File: src/rtl/key_event_sched.sv
// Key event scheduler: captures per-key debounced transitions, arbitrates
// them round-robin into a small event FIFO, and tracks lost events.
module key_event_sched #(
    parameter int NUM_KEYS   = 4,
    parameter int FIFO_DEPTH = 4
) (
    input  logic       clk,
    input  logic       rst,
    input  logic [3:0] key_event,
    input  logic [3:0] key_status,
    input  logic       ev_ready,
    input  logic       clr_ovf,
    output logic       ev_valid,
    output logic [1:0] ev_key,
    output logic       ev_press,
    output logic [2:0] fifo_count,
    output logic       overflow
);

    logic [3:0] pend;
    logic [3:0] ptype;
    logic [1:0] rr_ptr;
    logic [2:0] mem [4];
    logic [1:0] wr_ptr;
    logic [1:0] rd_ptr;

    logic       full;
    logic       gnt_vld;
    logic [1:0] gnt_key;
    logic [1:0] idx;
    logic [3:0] gnt_oh;
    logic       pop;
    logic       ovf_set;

    assign full = (fifo_count == 3'(FIFO_DEPTH));

    // Walk the search order backwards so the earliest candidate wins.
    always_comb begin
        gnt_vld = 1'b0;
        gnt_key = 2'd0;
        idx     = 2'd0;
        for (int k = NUM_KEYS - 1; k >= 0; k--) begin
            idx = rr_ptr + 2'(k);
            if (pend[idx] && !full) begin
                gnt_vld = 1'b1;
                gnt_key = idx;
            end
        end
    end

    assign gnt_oh  = gnt_vld ? (4'b0001 << gnt_key) : 4'b0000;
    assign pop     = ev_valid & ev_ready;
    assign ovf_set = |(key_event & pend & ~gnt_oh);

    always_ff @(posedge clk) begin
        if (rst) begin
            pend       <= 4'b0000;
            ptype      <= 4'b0000;
            rr_ptr     <= 2'd0;
            wr_ptr     <= 2'd0;
            rd_ptr     <= 2'd0;
            fifo_count <= 3'd0;
            overflow   <= 1'b0;
        end else begin
            // A fresh event on the granted key re-arms it with the new type.
            for (int i = 0; i < NUM_KEYS; i++) begin
                if (gnt_oh[i]) pend[i] <= 1'b0;
                if (key_event[i]) begin
                    pend[i]  <= 1'b1;
                    ptype[i] <= ~key_status[i];
                end
            end
            if (gnt_vld) begin
                mem[wr_ptr] <= {gnt_key, ptype[gnt_key]};
                wr_ptr      <= wr_ptr + 2'd1;
                rr_ptr      <= gnt_key + 2'd1;
            end
            if (pop) rd_ptr <= rd_ptr + 2'd1;
            case ({gnt_vld, pop})
                2'b10:   fifo_count <= fifo_count + 3'd1;
                2'b01:   fifo_count <= fifo_count - 3'd1;
                default: fifo_count <= fifo_count;
            endcase
            if (ovf_set)      overflow <= 1'b1;
            else if (clr_ovf) overflow <= 1'b0;
        end
    end

    assign ev_valid = (fifo_count != 3'd0);
    assign ev_key   = ev_valid ? mem[rd_ptr][2:1] : 2'd0;
    assign ev_press = ev_valid ? mem[rd_ptr][0] : 1'b0;

endmodule

File: config.mk
export PLATFORM = sky130hd
export DESIGN_NAME = key_event_sched
export DESIGN_NICKNAME = d
export VERILOG_FILES = /design/src/rtl/key_event_sched.sv
export SDC_FILE = /design/constraint.sdc
export NUM_CORES = 1
export LEC_CHECK = 0
export ABC_AREA = 0
export CAP_MARGIN = 20
export CORE_ASPECT_RATIO = 0.9
export CORE_UTILIZATION = 57
export CTS_CLUSTER_SIZE = 12
export DETAILED_ROUTE_END_ITERATION = 6
export HOLD_SLACK_MARGIN = 0.03
export PLACE_DENSITY = 0.79
export SYNTH_ARGS = -nofsm -noshare
export SYNTH_HDL_FRONTEND = slang
export SYNTH_SLANG_ARGS = --single-unit
File: constraint.sdc
create_clock -name clk -period 3.9 [get_ports clk]
set_input_delay 0.78 -clock clk [delete_from_list [all_inputs] [get_ports clk]]
set_output_delay 0.78 -clock clk [all_outputs]
set_load 0.01 [all_outputs]
======== Word level (Yosys, flattened, before mapping) ========
Memories as Yosys holds them, arrays and structs flattened. A register that Yosys moved wholly into a read port is not among the register bits.
Index checks and enable logic that the tools add are counted.
operators by class
  $lt $le $gt $ge ......................... 5
  muxes and demuxes ....................... 37
  bitwise gates (word level) .............. 8
  eq/ne operators ......................... 3
  shift operators ......................... 1
  reduce and logical (&&, ||, !) cells .... 13
  add/subtract/negate cells ............... 8
operator list
  operator                                            number
  2-to-1 mux 1 bit                                    23
  < comparator 2 x 3 -> 1 bit, second input constant  5
  2-to-1 mux 2 bit                                    7
  nonzero test 2 bit                                  6
  binary-select mux 1 bit (select 2 bit)              5
  adder 2 x 1 -> 2 bit, second input constant         4
  AND 4 bit                                           2
  one-hot mux 3 bit (2 select lines)                  1
  adder 2 bit, second input constant                  2
  logical AND 1 bit                                   4
  2-to-1 mux 4 bit                                    1
  inverter 1 bit                                      4
  inverter 4 bit                                      1
  OR reduction 4 bit                                  1
  left shift 1 x 2 -> 4 bit, first input constant     1
  adder 3 x 1 -> 3 bit, second input constant         1
  == test 3 bit, second input constant                1
  nonzero test 3 bit                                  1
  subtractor 3 x 1 -> 3 bit, second input constant    1
  == test 2 x 1 -> 1 bit, second input constant       1
  == test 2 bit, second input constant                1
  AND 1 bit                                           1
  zero test 1 bit                                     1
storage, ports and cells
  word-level logic and storage cells ...... 89
  bits in writable memories ............... 12
  output and inout port bits .............. 8
  input bits .............................. 12
  memories ................................ 1
  flip-flop bits (word level) ............. 18
memory list
  name  depth  bits a word  rd ports  clocked after memory_dff  write ports  RTL line  text
  mem   4      3            1         1                         1            23        logic [2:0] mem [4];

======== Depth between registers and ports, before layout ========
  depth in word-level cells ............... 14
  depth in mapped cells ................... 9
  mapped depth without buffers ............ 9

======== Least setup slack after synthesis ========
Ideal clock, no wire load.
  kind .................................... register to register
  from .................................... register pend[3]
  to ...................................... register fifo_count[2]
  cell stages (with the launch flop) ...... 8
  arrival time ............................ 2.190 ns
  library setup time ...................... 0.070 ns
  buffers on the path ..................... 0
  slack ................................... 1.640 ns
  clock period less this slack ............ 2.260 ns
  data required time ...................... 3.830 ns
  cell sequence ........................... dfxtp_1 -> o41ai_2 -> ha_1 -> inv_1 -> fa_1 -> xor2_1 -> or3_1 -> a21oi_1
on the way
  longest elaborated chain between the ends .. 9
  elaborated cells between the ends (all ways) .. 20
  classes of those cells .................. eq/ne: 2; mux: 13; reduce/logical: 5
RTL lines
  item                                                                      RTL line  text
  start: declaration                                                        20        logic [3:0] pend;
  start signal: assignment                                                  57        pend <= 4'b0000;
  start signal: indexed assignment                                          67        if (gnt_oh[i]) pend[i] <= 1'b0;
  start signal: indexed assignment                                          69        pend[i] <= 1'b1;
  binary-select mux 1 bit (select 2 bit)                                    44        if (pend[idx] && !full) begin
  2-to-1 mux 1 bit (not written as such)                                    44
  logical AND 1 bit                                                         44
  2-to-1 mux 1 bit (3 in a row)                                             44
  2-to-1 mux 1 bit (*)                                                      44
  == test 2 x 1 -> 1 bit or == test 2 bit (tied branches)                   79        case ({gnt_vld, pop})
  one-hot mux 3 bit (2 select lines) or nonzero test 2 bit (tied branches)  -
  end signal: assignment                                                    80        2'b10: fifo_count <= fifo_count + 3'd1;
  end signal: assignment                                                    81        2'b01: fifo_count <= fifo_count - 3'd1;
  end signal: assignment                                                    82        default: fifo_count <= fifo_count;
  end: declaration                                                          16        output logic [2:0] fifo_count,
Every way passes the cells marked *; elsewhere a longest branch is shown, timed or not. The select of a mux whose other input is x is not followed.
A chain may end at the register's enable or synchronous reset.

==> impl_metrics.toml <==
[route]
wire_per_inst_um = 14.61
top_layer = "met4"
num_vias = 1086
routed_wl_um = 2776
drtIter0Drc = 28
antenna_left = 0
met3_length_um = 144
firstDrtPassIters = 4
m1WireLength_um = 1299
drt_drc_violations_left = 0
wl_met2_um = 1300
avgViaCountPerCell = 5.716

[pwr]
power_density_mw_per_mm2 = 628.1
p_leak_nw = 0.6744
finalPower_mw = 1.104
vdd_drop_max_v = 0.0004895

[floorplan]
start_util = 0.6005
chipWidth_um = 55.51
io_pins = 20
rows = 17
dieArea_mm2 = 0.002784
core-area_mm2 = 0.002446
die_h_um = 50.16

[timing]
rsz0062_at_grt = "false"
fmax_mhz = 368.3
finalSetupTns_ns = 0
skew_ns = 0.008743
post-route-min-period_ns = 2.715
fin_ws_ns = 1.185
setup_violations = 0
final_max_slew_viol_count = 0
fin_crit_sh = 0.6961
tightest_slew_ns = 0.4656
hold_viol = 0
maxSlewHeadroom = 0.6884

[cells_and_area]
drive_above_1_share = 0.1111
final_nets = 179
area_growth_pct = 19.68
fin_util = 0.7187
postLayoutCellArea_mm2 = 0.001758
antennaDiodeCount = 0

[clocking]
htreeDepth = 2
cts_tree = "yes"
numClockSinks = 32
cts_max_path_buffers = 2
root_buffer = "clkbuf_4"
worstSkewPairLatency_ns = 0.33
postCtsSetupBuffers = 0
clk_pin_slew_ns = 0.10
cts_made_buffers = 5
ctsHoldBuffers = 0
post_cts_resized = 0

[placement]
portBuffers = 19
place_area_mm2 = 0.001702
dp_slack_ns = 1.150
place.gp.congestion = 0.9001
hpwlAfterDp_um = 2074

[logic_synthesis]
synthTopCellsByCount = "21 x nor2_1, 20 x dfxtp_1, 12 x edfxtp_1, 9 x a21oi_1, 9 x and2_1"
synth_compound_area_frac = 0.1082
synthTopCellsByArea = "dfxtp_1 27%, edfxtp_1 25%, nor2_1 5.4%, mux4_2 4.6%, ha_1 4.3%"
yosysMostFrequentCell = "nor2_1"
synth_top_family_by_area = "simple AND/OR/NAND/NOR gates"
synth_edf_count = 12
ys_async_sr_fraction = 0
synthDistinctLibCells = 33
synth_mux_area_frac = 0.07325
yosys_warnings = 0
syn-cell-area_mm2 = 0.001469
synth_xor_area_frac = 0.02981
synth_top_cell_by_area = "dfxtp_1"
syn_nets = 153
syn_inst = 135
yosysTopAreaCellShare = 0.2726
ys_ff_latch = 32
synthAdderAreaFrac = 0.05622
avgSynthCellArea_um2 = 10.88
ys.flop_type = "dfxtp_1"
yosys.area_share.simple = 0.1917
ys_seq_area_frac = 0.5179

[setup_path]
crit_required_ns = 3.12
crit_chain = "mux4_2, and2_1, clkdlybuf4s50_1"
crit_path_max_incr_delay_ns = 0.53
worst-setup-path-type = "register to output port"
startpoint_type = "register"
cpMaxStageDelayCell = "mux4_2"
critPathMaxFanout = 3
endpoint_kind = "output port"
worstPathArrival_ns = 1.93

[global_route]
track_usage = 0.2320
grt_start_max_net_pins = 26
antenna_found_initial = 0
grt_pass1_vias = 1041
grt_pass1_wl_um = 4754
grt_remaining_overflow = 0

[outcome]
status = "finished clean"

[flow_run]
cap_violations = 0

[min_path]
hp-class = "register to register"
[metrics by stage]
stage               hold slack (ns)  cells
floorplan                    0.4774    135
global placement             0.4633    182
global route                 0.5228    190
CTS                          0.4965    190
finish                       0.4914    190
detailed placement           0.4734    182
[worst max-delay path: cells and delay by family (launching register included)]
family | cells | cell delay (ns)
multiplexers | 1 | 0.53
buffers and inverters | 1 | 0.47
flip-flops | 1 | 0.45
AND/OR/NAND/NOR | 1 | 0.16
[cell families after synthesis]
family          count (synthesis)
mux                             7
xor+xnor                        5
simple gates                   53
compound gates                 23
fa+ha+maj                       6
buf+inv                         9
flops                          32
[where the power goes]
| group | switching, mW | internal [mW] |
|---|---|---|
| clock network | 0.113 | 0.0690 |
| logic | 0.209 | 0.225 |
| registers | 0.0598 | 0.428 |
[area by class of cell]
| type | count | area, µm² |
|---|---|---|
| flip-flops and latches | 32 | 760.7 |
| fillers | 184 | 688.2 |
| multi-input cells | 94 | 674.4 |
| repair buffers | 21 | 205.2 |
| clock buffers | 5 | 37.54 |
| well taps | 28 | 35.03 |
| inverters | 7 | 26.28 |
| clock inverters | 3 | 18.77 |
[flip-flops by register name, indices dropped and copies added, names as in the netlist, named ones only]
| signal | cells |
|---|---|
| rr_ptr | 2 |
| fifo_count | 3 |
| mem | 12 |
| ptype | 4 |
| wr_ptr | 2 |
| pend | 4 |
| rd_ptr | 2 |
| overflow | 1 |
[placed cells by master, fill, tap and decap left out, types with 3 or more instances in the layout]
cell,netlist,final
nand2_1,7,7
ha_1,5,5
dfxtp_1,20,20
nor2_1,21,21
mux2i_1,4,4
clkbuf_4,0,5
and2_1,9,9
a21oi_1,9,9
a211oi_1,5,5
inv_1,7,7
clkdlybuf4s50_1,0,19
mux4_2,3,3
edfxtp_1,12,12
or3_1,3,3
xor2_1,3,3
[path summary, 6_finish.rpt]
path	start	to	slack, ns	cells after the start
worst max-delay path	register	ev_key[0]	1.19	3
worst min-delay path	overflow	overflow	0.49	2
worst max register to register	fifo_count[0]	fifo_count[2]	1.64	10
worst min register to register	overflow	overflow	0.49	2
[metal layers]
layer	up-vias	global-route usage
li1	532	-
met1	520	0.3112
met2	29	0.3554
met3	5	0.07216
met4	0	0.08750
met5	-	0
Note: power is estimated with default switching activity, not from simulation.
==> patch (same settings) <==
Register the inputs `key_event` and `key_status` before use, cleared by the reset. The logic sees them one clock later. The other inputs are not delayed to match.
--- a/src/rtl/key_event_sched.sv
+++ b/src/rtl/key_event_sched.sv
@@ -17,4 +17,17 @@
     output logic       overflow
 );
+
+    logic [3:0] key_event_q;
+    logic [3:0] key_status_q;
+
+    always_ff @(posedge clk) begin
+        if (rst) begin
+            key_event_q  <= '0;
+            key_status_q <= '0;
+        end else begin
+            key_event_q  <= key_event;
+            key_status_q <= key_status;
+        end
+    end
 
     logic [3:0] pend;
@@ -51,5 +64,5 @@
     assign gnt_oh  = gnt_vld ? (4'b0001 << gnt_key) : 4'b0000;
     assign pop     = ev_valid & ev_ready;
-    assign ovf_set = |(key_event & pend & ~gnt_oh);
+    assign ovf_set = |(key_event_q & pend & ~gnt_oh);
 
     always_ff @(posedge clk) begin
@@ -66,7 +79,7 @@
             for (int i = 0; i < NUM_KEYS; i++) begin
                 if (gnt_oh[i]) pend[i] <= 1'b0;
-                if (key_event[i]) begin
+                if (key_event_q[i]) begin
                     pend[i]  <= 1'b1;
-                    ptype[i] <= ~key_status[i];
+                    ptype[i] <= ~key_status_q[i];
                 end
             end
Formal check against the unedited RTL: not equivalent (a bounded check fails within 4 cycles, from zero or initial values and one cycle with rst high).
==> patch against the original RTL <==
Sequential cell count rose by 8; synthesized area grew 23%; non-clock buffer count decreased by 1; total power up 16%; first-iteration DRC count increased to 2.5 times the old value; final area up 19%; sequential power is 15% higher; routed wire length increased by 9.1%; die area is 22% higher; worst setup slack worse by 25 ps; critical path type unchanged; highest routed layer unchanged.
==> patch: results (changes against the original RTL) <==
[min_path]
hp-start=key_status_q[3]  ; was overflow

[finish]
clock_area_frac=0.0431  ; was 0.0320
multi_input_area_share=0.366  ; was 0.384
nFillCells=228  ; was 184
clock_buffers=6  ; was 5
nets=202  ; was 179
largest_register_ff_count=12  ; unchanged
num_antenna_cells=0  ; unchanged
signal_buffers=20  ; was 21
inv_count=13  ; was 7
buf_share=0.0946  ; was 0.117
drive_gt1_frac=0.119  ; was 0.111
regMostFlops=mem  ; unchanged
multi_input_gates=104  ; was 94
regArea_um2=921  ; was 761 µm²

[route]
via_per_inst=5.45  ; was 5.72
drt_iter0_drc=71  ; was 28
wl_um=3030  ; was 2780 µm
firstDrtPassIters=4  ; unchanged

[clock_network]
cts_resized=0  ; unchanged
h-tree-depth=2  ; unchanged
cts.sinks=40  ; was 32
clk_latency_ps=350  ; was 330 ps
cts.clk_slew.worst_paths_ps=120  ; was 100 ps
cts_setup_buffers=0  ; unchanged
cts_root_buf=clkbuf_4  ; unchanged

[power]
clkPwrFrac=0.227  ; was 0.165
p_seq_frac=0.438  ; was 0.442
p_int_w=0.000874  ; was 0.000722 W
vdd_ir_drop_max_uv=336  ; was 489 µV
p_leak_nw=0.774  ; was 0.674 nW

[synth]
ys_types=44  ; was 33
synth_commonest_cells=dfxtp_1 (28), nor2_1 (20), edfxtp_1 (12)  ; was nor2_1 (21), dfxtp_1 (20), edfxtp_1 (12)
yosys.area_share.xor_xnor=0.0396  ; was 0.0298
syn_nets=183  ; was 153
netlist_top_cells_area=dfxtp_1 (31%), edfxtp_1 (20%), nor2_1 (4.2%), mux4_2 (3.7%), ha_1 (3.5%)  ; was dfxtp_1 (27%), edfxtp_1 (25%), nor2_1 (5.4%), mux4_2 (4.6%), ha_1 (4.3%)
synth_compound_area_frac=0.108  ; about the same
synthFlopType=dfxtp_1  ; unchanged
synthAdderAreaFrac=0.0458  ; was 0.0562
muxShareOfSynthArea=0.0770  ; was 0.0733
seq_area_frac_synth=0.511  ; was 0.518

[critical_path]
crit_arrival_ps=1960  ; was 1930 ps
slowest_delay_ps=520
cp_max_fo=3  ; unchanged
r2r-start=pend[3]  ; was fifo_count[0]
start_kind=flip-flop  ; unchanged

[placement]
hpwl_um=2260  ; was 2070 µm
io_buffer_count=19  ; unchanged
place_congestion=0.830  ; was 0.900
place_area_um2=2000  ; was 1700 µm²

[global_routing]
grt_use_total=0.214  ; was 0.232
grt_pass1_vias=1145  ; was 1,041
grt_pass1_wl_um=5240  ; was 4750 µm
grt_max_degree=18  ; was 26
antenna_found_initial=0  ; unchanged

[status]
status=complete, no violations  ; unchanged

[floorplan]
die_width_um=61.3  ; was 55.5 µm

[timing]
fin_skew_ps=6.88  ; was 8.74 ps
tightestPinTransition_ps=568  ; was 466 ps

patch: cell types whose count changed in the layout (fill, tap and decap cells not counted), sizes merged, moves of 2 or more:
cell | unedited run | this run
a21o | 0 | 2
dfxtp | 20 | 28
inv | 7 | 12
mux2i | 4 | 6
nand2 | 7 | 5
nand4b | 2 | 0
nor2b | 2 | 8
nor4 | 0 | 2
o21ai | 2 | 4
o22ai | 0 | 2
patch: metal layers:
metal	GRT usage	share of wire
met2	0.331	0.48
met4	0.0942	0.021
met5	0	0
met1	0.272	0.46
met3	0.0632	0.038
patch: final timing paths:
check	depth (start not counted)	slack [ps]	to
setup reg to reg	8	1580	fifo_count[2]
setup / recovery	3	1160	ev_press
hold / removal	1	420	ptype[3]
hold reg to reg	1	420	ptype[3]
patch: per-stage QoR:
step                hold slack, ps  std cells   util  power (W)
detailed placement             402        217  0.694   0.000991
floorplan                      394        165      -   0.000858
global placement               396        217  0.694   0.000969
CTS                            419        225  0.725    0.00128
global route                   429        225  0.725    0.00135
finish                         419        225  0.725    0.00128
